File: src/rtl/apb_uart_tx.sv
// APB-programmable UART transmitter: byte FIFO feeding an 8N1 serial shifter.
// Define UART_TX_PARITY_EN to insert an even-parity bit between the data and stop bits.
module apb_uart_tx #(
    parameter int          FIFO_DEPTH = 8,
    parameter logic [15:0] BAUD_RST   = 16'd867
) (
    input  logic        PCLK,
    input  logic        PRESETn,
    input  logic        PSELx,
    input  logic        PENABLE,
    input  logic        PWRITE,
    input  logic [31:0] PADDR,
    input  logic [31:0] PWDATA,
    output logic [31:0] PRDATA,
    output logic        PREADY,
    output logic        tx
);

    localparam int AW = $clog2(FIFO_DEPTH);
    localparam int PW = AW + 1;

    typedef enum logic [2:0] {
        IDLE,
        START,
        DATA,
`ifdef UART_TX_PARITY_EN
        PARITY,
`endif
        STOP
    } state_t;

    // Handshake: a transfer completes on the rising edge where PSELx & PENABLE are
    // both high; PREADY is always 1, so every access has zero wait states.
    logic       apb_wr;
    logic [1:0] addr;
    logic       wr_txdata, wr_status, wr_baud, wr_ctrl;

    assign apb_wr    = PSELx & PENABLE & PWRITE;
    assign addr      = PADDR[3:2];
    assign wr_txdata = apb_wr && (addr == 2'd0);
    assign wr_status = apb_wr && (addr == 2'd1);
    assign wr_baud   = apb_wr && (addr == 2'd2);
    assign wr_ctrl   = apb_wr && (addr == 2'd3);
    assign PREADY    = 1'b1;

    logic unused_ok;
    assign unused_ok = ^{PADDR[31:4], PADDR[1:0], PWDATA[31:16]};

    logic [7:0]    mem_q [FIFO_DEPTH];
    logic [PW-1:0] wr_ptr_q, wr_ptr_d, rd_ptr_q, rd_ptr_d;
    logic [PW-1:0] level;
    logic [4:0]    level5;
    logic          full, empty, push, pop;
    logic [7:0]    fifo_head;

    logic          ovf_q, ovf_d;
    logic          tx_en_q, tx_en_d;
    logic [15:0]   baud_q, baud_d;

    state_t        state_q, state_d;
    logic [15:0]   cnt_q, cnt_d;
    logic [15:0]   div_q, div_d;
    logic [2:0]    idx_q, idx_d, idx_nxt;
    logic [7:0]    data_q, data_d;
    logic          tx_q, tx_d;
    logic          busy, start_frame;

    // Pointers carry one extra wrap bit so full and empty fall out of the difference.
    assign level     = wr_ptr_q - rd_ptr_q;
    assign level5    = 5'(level);
    assign full      = (level == PW'(FIFO_DEPTH));
    assign empty     = (level == '0);
    assign fifo_head = mem_q[rd_ptr_q[AW-1:0]];
    assign push      = wr_txdata && (!full || pop);
    assign busy      = (state_q != IDLE);
    assign tx        = tx_q;

    always_comb begin
        wr_ptr_d = wr_ptr_q;
        rd_ptr_d = rd_ptr_q;
        if (push) wr_ptr_d = wr_ptr_q + PW'(1);
        if (pop)  rd_ptr_d = rd_ptr_q + PW'(1);
    end

    // A set on the same edge as a write-1 clear wins.
    always_comb begin
        ovf_d   = ovf_q;
        tx_en_d = tx_en_q;
        baud_d  = baud_q;
        if (wr_status && PWDATA[3])       ovf_d   = 1'b0;
        if (wr_txdata && full && !pop)    ovf_d   = 1'b1;
        if (wr_ctrl)                      tx_en_d = PWDATA[0];
        if (wr_baud)                      baud_d  = PWDATA[15:0];
    end

    always_ff @(posedge PCLK) begin
        if (push) mem_q[wr_ptr_q[AW-1:0]] <= PWDATA[7:0];
    end

    assign start_frame = tx_en_q && !empty;
    assign idx_nxt     = idx_q + 3'd1;

    always_comb begin
        state_d = state_q;
        cnt_d   = cnt_q;
        div_d   = div_q;
        idx_d   = idx_q;
        data_d  = data_q;
        tx_d    = tx_q;
        pop     = 1'b0;
        case (state_q)
            IDLE: begin
                tx_d = 1'b1;
                if (start_frame) begin
                    pop     = 1'b1;
                    data_d  = fifo_head;
                    div_d   = baud_q;
                    cnt_d   = baud_q;
                    tx_d    = 1'b0;
                    state_d = START;
                end
            end
            START: begin
                if (cnt_q == 16'd0) begin
                    state_d = DATA;
                    cnt_d   = div_q;
                    idx_d   = 3'd0;
                    tx_d    = data_q[0];
                end else begin
                    cnt_d = cnt_q - 16'd1;
                end
            end
            DATA: begin
                if (cnt_q == 16'd0) begin
                    cnt_d = div_q;
                    if (idx_q == 3'd7) begin
`ifdef UART_TX_PARITY_EN
                        state_d = PARITY;
                        tx_d    = ^data_q;
`else
                        state_d = STOP;
                        tx_d    = 1'b1;
`endif
                    end else begin
                        idx_d = idx_nxt;
                        tx_d  = data_q[idx_nxt];
                    end
                end else begin
                    cnt_d = cnt_q - 16'd1;
                end
            end
`ifdef UART_TX_PARITY_EN
            PARITY: begin
                if (cnt_q == 16'd0) begin
                    state_d = STOP;
                    cnt_d   = div_q;
                    tx_d    = 1'b1;
                end else begin
                    cnt_d = cnt_q - 16'd1;
                end
            end
`endif
            STOP: begin
                if (cnt_q == 16'd0) begin
                    // Chain straight into the next start bit when more data is waiting.
                    if (start_frame) begin
                        pop     = 1'b1;
                        data_d  = fifo_head;
                        div_d   = baud_q;
                        cnt_d   = baud_q;
                        tx_d    = 1'b0;
                        state_d = START;
                    end else begin
                        tx_d    = 1'b1;
                        state_d = IDLE;
                    end
                end else begin
                    cnt_d = cnt_q - 16'd1;
                end
            end
            default: begin
                state_d = IDLE;
                tx_d    = 1'b1;
            end
        endcase
    end

    always_ff @(posedge PCLK or negedge PRESETn) begin
        if (!PRESETn) begin
            wr_ptr_q <= '0;
            rd_ptr_q <= '0;
            ovf_q    <= 1'b0;
            tx_en_q  <= 1'b0;
            baud_q   <= BAUD_RST;
            state_q  <= IDLE;
            cnt_q    <= 16'd0;
            div_q    <= 16'd0;
            idx_q    <= 3'd0;
            data_q   <= 8'd0;
            tx_q     <= 1'b1;
        end else begin
            wr_ptr_q <= wr_ptr_d;
            rd_ptr_q <= rd_ptr_d;
            ovf_q    <= ovf_d;
            tx_en_q  <= tx_en_d;
            baud_q   <= baud_d;
            state_q  <= state_d;
            cnt_q    <= cnt_d;
            div_q    <= div_d;
            idx_q    <= idx_d;
            data_q   <= data_d;
            tx_q     <= tx_d;
        end
    end

    // Reads are gated by reset so the bus sees zero while the block is held.
    always_comb begin
        PRDATA = 32'h0;
        if (PRESETn && PSELx && !PWRITE) begin
            case (addr)
                2'd1:    PRDATA = {23'd0, level5, ovf_q, busy, empty, full};
                2'd2:    PRDATA = {16'd0, baud_q};
                2'd3:    PRDATA = {31'd0, tx_en_q};
                default: PRDATA = 32'h0;
            endcase
        end
    end

endmodule
File: config.mk
export PLATFORM = sky130hd
export DESIGN_NAME = apb_uart_tx
export DESIGN_NICKNAME = d
export VERILOG_FILES = /design/src/rtl/apb_uart_tx.sv
export SDC_FILE = /design/constraint.sdc
export NUM_CORES = 1
export LEC_CHECK = 0
export ABC_AREA = 1
export BUFFER_PORTS_ARGS = -buffer_cell sky130_fd_sc_hd__buf_2
export CAP_MARGIN = 15
export CORE_ASPECT_RATIO = 1.75
export CORE_MARGIN = 2
export CORE_UTILIZATION = 50
export DETAILED_ROUTE_END_ITERATION = 16
export PLACE_DENSITY = 0.75
export SETUP_SLACK_MARGIN = 0.5
export SLEW_MARGIN = 20
export SYNTH_ARGS = -nofsm -noshare
export SYNTH_HDL_FRONTEND = slang
export SYNTH_SLANG_ARGS = --single-unit
File: constraint.sdc
create_clock -name PCLK -period 8.6 [get_ports PCLK]
set_input_delay 0.43 -clock PCLK [delete_from_list [all_inputs] [get_ports PCLK]]
set_output_delay 0.43 -clock PCLK [all_outputs]
set_load 0.01 [all_outputs]
# [After elaboration in Yosys (flattened, before gate mapping)]
# Memories as Yosys holds them, arrays and structs flattened.
# Cells that the tools add are included.
[totals] out_inout_bits=34 in_bits=69 n_memories=1 regBits=73 ram_bits=64 word_cells=102
[memory_table] name="mem_q" words=8 word_bits=8 rd=1 rd_ports_with_merged_regs=0 write_ports=1 line="49" rtl="logic [7:0] mem_q [FIFO_DEPTH];"
[op_classes] n_reduce_logical=30 order_cmp=1 n_mux=38 bitwise=2 n_addsub=5 eq_ne=14
[ops] cell="2-to-1 mux 16 bit" count=6
[ops] cell="one-hot mux 16 bit (3 select lines)" count=2
[ops] cell="one-hot mux 16 bit (2 select lines)" count=1
[ops] cell="2-to-1 mux 3 bit" count=8
[ops] cell="logical NOT 16 bit" count=1
[ops] cell="2-to-1 mux 8 bit" count=2
[ops] cell="one-hot mux 8 bit (2 select lines)" count=1
[ops] cell="subtractor 16 x 1 -> 16 bit (second input constant)" count=1
[ops] cell="2-to-1 mux 1 bit" count=13
[ops] cell="!= test 2 bit (second input constant)" count=6
[ops] cell="one-hot mux 3 bit (4 select lines)" count=1
[ops] cell="logical AND 1 bit" count=11
[ops] cell="adder 4 x 1 -> 4 bit (second input constant)" count=2
[ops] cell="equality test 3 x 2 -> 1 bit (second input constant)" count=2
[ops] cell="one-hot mux 3 bit (2 select lines)" count=1
[ops] cell="nonzero test 2 bit" count=3
[ops] cell="nonzero test 3 bit" count=2
[ops] cell="AND reduction 5 bit" count=1
[ops] cell="equality test 2 bit (second input constant)" count=2
[ops] cell="equality test 4 bit (second input constant)" count=1
[ops] cell="logical NOT 1 bit" count=4
[ops] cell="logical NOT 4 bit" count=1
[ops] cell="less-than comparator 3 x 4 -> 1 bit (second input constant)" count=1
[ops] cell="one-hot mux 1 bit (4 select lines)" count=1
[ops] cell="15 further kinds" count=16

# [Logic depth before layout (Yosys ltp)]
[logic_depth] word_depth=11 ltp_mapped=16 depth_no_buf=16

# [Least setup slack after synthesis]
# Ideal clock, no wire load.
[synth_timing] path_kind="register to register" startpoint="register rd_ptr_q[2]" endpoint="memory mem_q[0][0] (enable)" period_less_slack_ns=2.822 path_stages_with_launch=14 slack_ns=5.778 setup_time_ns=0.370 arrival_ns=2.452 n_path_buf=1 t_required_ns=8.230 path_cell_list="dfrtp_1 > inv_1 > clkbuf_1 > ha_1 > or2_1 > nand2_1 > nand2_1 > nand3_2 > nand2_4 > nor2_2 > nand2_2 > nand2_4 > nand3_2 > nor2_1"
[synth_via] elab_chain_len=11 elab_cells_between_ends=13 classes_between="add/sub (1); eq/ne (1); mux (5); reduce/logical (6)"
[synth_rtl] item="start: declaration" line="50" rtl="logic [PW-1:0] wr_ptr_q, wr_ptr_d, rd_ptr_q, rd_ptr_d;"
[synth_rtl] item="start signal: assignment" line="203" rtl="rd_ptr_q <= rd_ptr_d;"
[synth_rtl] item="subtractor 4 bit (*)" line="69" rtl="assign level = wr_ptr_q - rd_ptr_q;"
[synth_rtl] item="logical NOT 4 bit" line="72" rtl="assign empty = (level == '0);"
[synth_rtl] item="logical NOT 1 bit" line="100" rtl="assign start_frame = tx_en_q && !empty;"
[synth_rtl] item="logical AND 1 bit" line="100"
[synth_rtl] item="2-to-1 mux 1 bit" line="114, 166"
[synth_rtl] item="2-to-1 mux 1 bit" line="164" rtl="if (cnt_q == 16'd0) begin"
[synth_rtl] item="one-hot mux 1 bit (2 select lines)" line="111" rtl="case (state_q)"
[synth_rtl] item="logical OR 1 bit (*)" line="74" rtl="assign push = wr_txdata && (!full || pop);"
[synth_rtl] item="logical AND 1 bit (*)" line="74"
[synth_rtl] item="2-to-1 mux 1 bit (*)" line="97" rtl="if (push) mem_q[wr_ptr_q[AW-1:0]] <= PWDATA[7:0];"
[synth_rtl] item="2-to-1 mux 1 bit (not written as such) (*)" line="97"
[synth_rtl] item="end: declaration" line="49"
# Mark *: on every way between the ends. The rest lies on a longest branch, timed or not.

# [Worst setup path after layout]
[layout_timing] startpoint="register rd_ptr_q[0]" endpoint="memory mem_q[1][7] (enable)"
# Same word-level chain as after synthesis.

==> summary.md <==
| Metric | Value |
|---|---|
| Highest ir drop seen on vdd | 0.224 mV |
| Avg Inst Size Synth | 8.81 um^2 |
| H-tree depth | 4 |
| Syn Inst Count | 794 |
| Ys flop type | dfrtp_1 |
| Final hold violations | 0 |
| CTS tree | done |
| Most common cell after layout, fill and taps aside | nand2_1 |
| Gr ovfl total | 0 |
| 1st-iter DRT viols | 272 |
| Die width | 93.4 um |
| GPL Wtd Cong | 0.896 |
| Sequential element share of the synthesized area | 0.534 |
| Worst path slowest cell | dfrtp_1 |
| Post-Syn Area | 6990 um^2 |
| Slew @ Worst Pin | 1.10 ns |
| Area Growth Syn to Fin | 11.5% |
| Crit path max-delay family | simple AND/OR/NAND/NOR gates |
| Setup crit end kind | flop |
| MaxCap Viol Count | 0 |
| Share of cells above drive strength 1 | 0.130 |
| Power per cell area | 354 nW/um^2 |
| DR vias | 5287 |
| Clock-pin slew on the worst setup and hold paths | 0.06 ns |
| Max_slew headroom | 0.267 |
| Synth unique cells | 38 |
| CTS Buf Count | 17 |
| Core area | 13800 um^2 |
| Post-DRT Antenna Nets | 0 |
| Status | completed |
| Vias in the first global route | 5265 |
| Crit path kind | reg -> reg |
| FILL cells | 1211 |
| Clock skew | 0.00683 ns |
| Hold WC Path Type | in -> reg |
| Total clock sinks | 136 |
| EDFF count, synth | 64 |
| Max clock buf depth | 2 |
| GR Util All Layers | 0.215 |
| Largest net degree at the start of global routing | 51 |
| Post-DP HPWL | 11.3 mm |
| Skew-Pair Late Insertion Delay | 0.42 ns |
| Period minus WS final | 4.27 ns |
| Routed wire per std cell | 15.1 um |
| # diodes | 0 |
| Die height | 160 um |
| Fin Hold WS | 0.221 ns |
| Crit path top cell by count | nor2_1 |
| DR DRC count | 0 |
| FMAX | 234 MHz |
| Initial antenna violation count | 0 |
| Synth Register Bits | 136 |
| Crit-path max cell delay | 1.06 ns |
| Post-CTS Setup Inserts | 0 |
| Clock root cell | clkbuf_16 |
| Nets | 906 |
| Buffers added on ports | 39 |
| CP startpoint kind | flop |
| Initial Util | 0.508 |
| Drt pass-1 iters | 4 |
| Leakage power | 3.46 nW |
| Setup TNS | 0 ns |
| Max Transition Viols Final | 0 |
| Fin crit share | 0.496 |
| Crit path max fanout | 35 |
| Ports | 103 |
| Via-to-Cell Ratio | 5.21 |
| Final WL | 15.3 mm |
| Critical path arrival | 4.32 ns |
| Flop-to-flop setup slack | 4.33 ns |
| WP buf/inv | 2 |
| Most frequent cells in the layout | nand2_1 (207), o21ai_0 (82), nor2_1 (77) |
| Synthesis Warnings | 0 |
| Cell Chain, Critical Path | ha_1, inv_1, fa_1, nand2_1, inv_1, nor2_1, nor2_1, nand3_2, nand2_4, nor2_2, nand2_2, nand2_4, nand3_2, nor2_1 |
| RSZ-0062 raised after global routing | no |
| Global-route wire length before repair | 24.6 mm |
| Final setup fails | 0 |
| CP required | 8.65 ns |
| Ys async rst share | 0.529 |
| Row count | 57 |
| Die ar. | 15000 um^2 |
## power breakdown
part	leakage (nW)	total [W]	internal, W	switching [W]
Combinational	1.72	0.00108	0.000356	0.000725
Sequential	1.46	0.000968	0.000826	0.000142
Clock	0.279	0.000713	0.000410	0.000303
## layer usage
metal,vias up,part of all wire,global-route usage
li1,2640,-,-
met1,2491,0.35,0.205
met2,108,0.57,0.405
met3,48,0.027,0.0399
met4,0,0.055,0.136
met5,-,0,0
## final timing paths
check                                        start                     end  cells past startpoint
setup / recovery           rd_ptr_q[0]$_DFFE_PN0N_   mem_q[1][7]$_DFFE_PP_                     14
max in group asynchronous                  PRESETn   data_q[5]$_DFFE_PN0P_                      3
hold / removal                          PWDATA[10]  baud_q[10]$_DFFE_PN0P_                      3
min in group asynchronous                  PRESETn    idx_q[2]$_DFFE_PN0P_                      2
setup reg to reg           rd_ptr_q[0]$_DFFE_PN0N_   mem_q[1][7]$_DFFE_PP_                     14
hold reg to reg              baud_q[4]$_DFFE_PN0P_    div_q[4]$_DFFE_PN0P_                      2
## metrics by stage
step	power [W]	cells	instance area (um^2)	worst slack [ns]	util
6_report	0.00276	1014	7800	4.33	0.567
5_1_grt	0.00297	1014	7800	4.02	0.567
4_1_cts	0.00277	1014	7800	4.36	0.567
3_5_place_dp	0.00205	981	7200	4.36	0.523
3_3_place_gp	0.00203	981	7200	4.42	0.523
2_1_floorplan	0.00181	809	7050	5.78	-
## flip-flops by register name (all words and copies together), names as in the netlist, 2 cells and up
| name | cells |
|---|---|
| data_q | 8 |
| wr_ptr_q | 4 |
| state_q | 2 |
| cnt_q | 16 |
| mem_q | 64 |
| baud_q | 16 |
| idx_q | 3 |
| div_q | 16 |
| rd_ptr_q | 4 |
## timing repair
action / in CTS / in global routing
hold buffers: 1 / 0
endpoints found under the hold margin: 19 / 0
resized for setup: 0 / 0
## cell usage after synthesis (3+ instances only)
cell type | n | share of area
mux2_2 | 5 | 0.0081
nor3_1 | 13 | 0.0093
inv_1 | 70 | 0.038
buf_6 | 3 | 0.0048
o21ai_0 | 82 | 0.059
nand3_2 | 6 | 0.0086
dfstp_2 | 7 | 0.026
dfrtp_1 | 65 | 0.23
buf_4 | 19 | 0.020
nand2_4 | 3 | 0.0048
buf_2 | 6 | 0.0043
xor2_1 | 15 | 0.019
a31oi_1 | 8 | 0.0072
o22ai_1 | 7 | 0.0063
o211ai_1 | 5 | 0.0054
nor2_4 | 4 | 0.0064
nand2_1 | 207 | 0.11
clkbuf_1 | 17 | 0.0091
o21bai_1 | 3 | 0.0032
nor2_1 | 77 | 0.041
nand4_1 | 4 | 0.0036
nand3_1 | 45 | 0.032
edfxtp_1 | 64 | 0.27
nor2_2 | 4 | 0.0036
ha_1 | 12 | 0.021
a21oi_1 | 19 | 0.014
o21ai_1 | 7 | 0.0050
## worst min-delay path: stages
cell and delay, ns:
buf_2 0.08, nand2_1 0.04, o21ai_0 0.06
## final cells by class
| type | instances | area (um^2) | share of cell area |
|---|---|---|---|
| Sequential cell | 136 | 3730 | 0.479 |
| Tap cell | 177 | 221 | 0.0284 |
| Clock buffer | 17 | 425 | 0.0545 |
| Multi-Input combinational cell | 554 | 2770 | 0.355 |
| Clock inverter | 15 | 159 | 0.0204 |
| Inverter | 74 | 278 | 0.0356 |
| Timing Repair Buffer | 41 | 215 | 0.0276 |
## cells by family (layout without fill, tap and decap cells)
logic type	count (synthesis)	after routing	share of synthesized area
muxes	5	5	0.00805
adders and majority gates	13	13	0.0243
other	2	17	0.00107
AOI/OAI and AO/OA	132	132	0.102
xor gates and xnor gates	17	17	0.0213
DFF	136	136	0.534
and+or+nand+nor	370	370	0.231
buffers and inverters	119	147	0.0784
No activity file was read; power rests on OpenSTA's default activity.
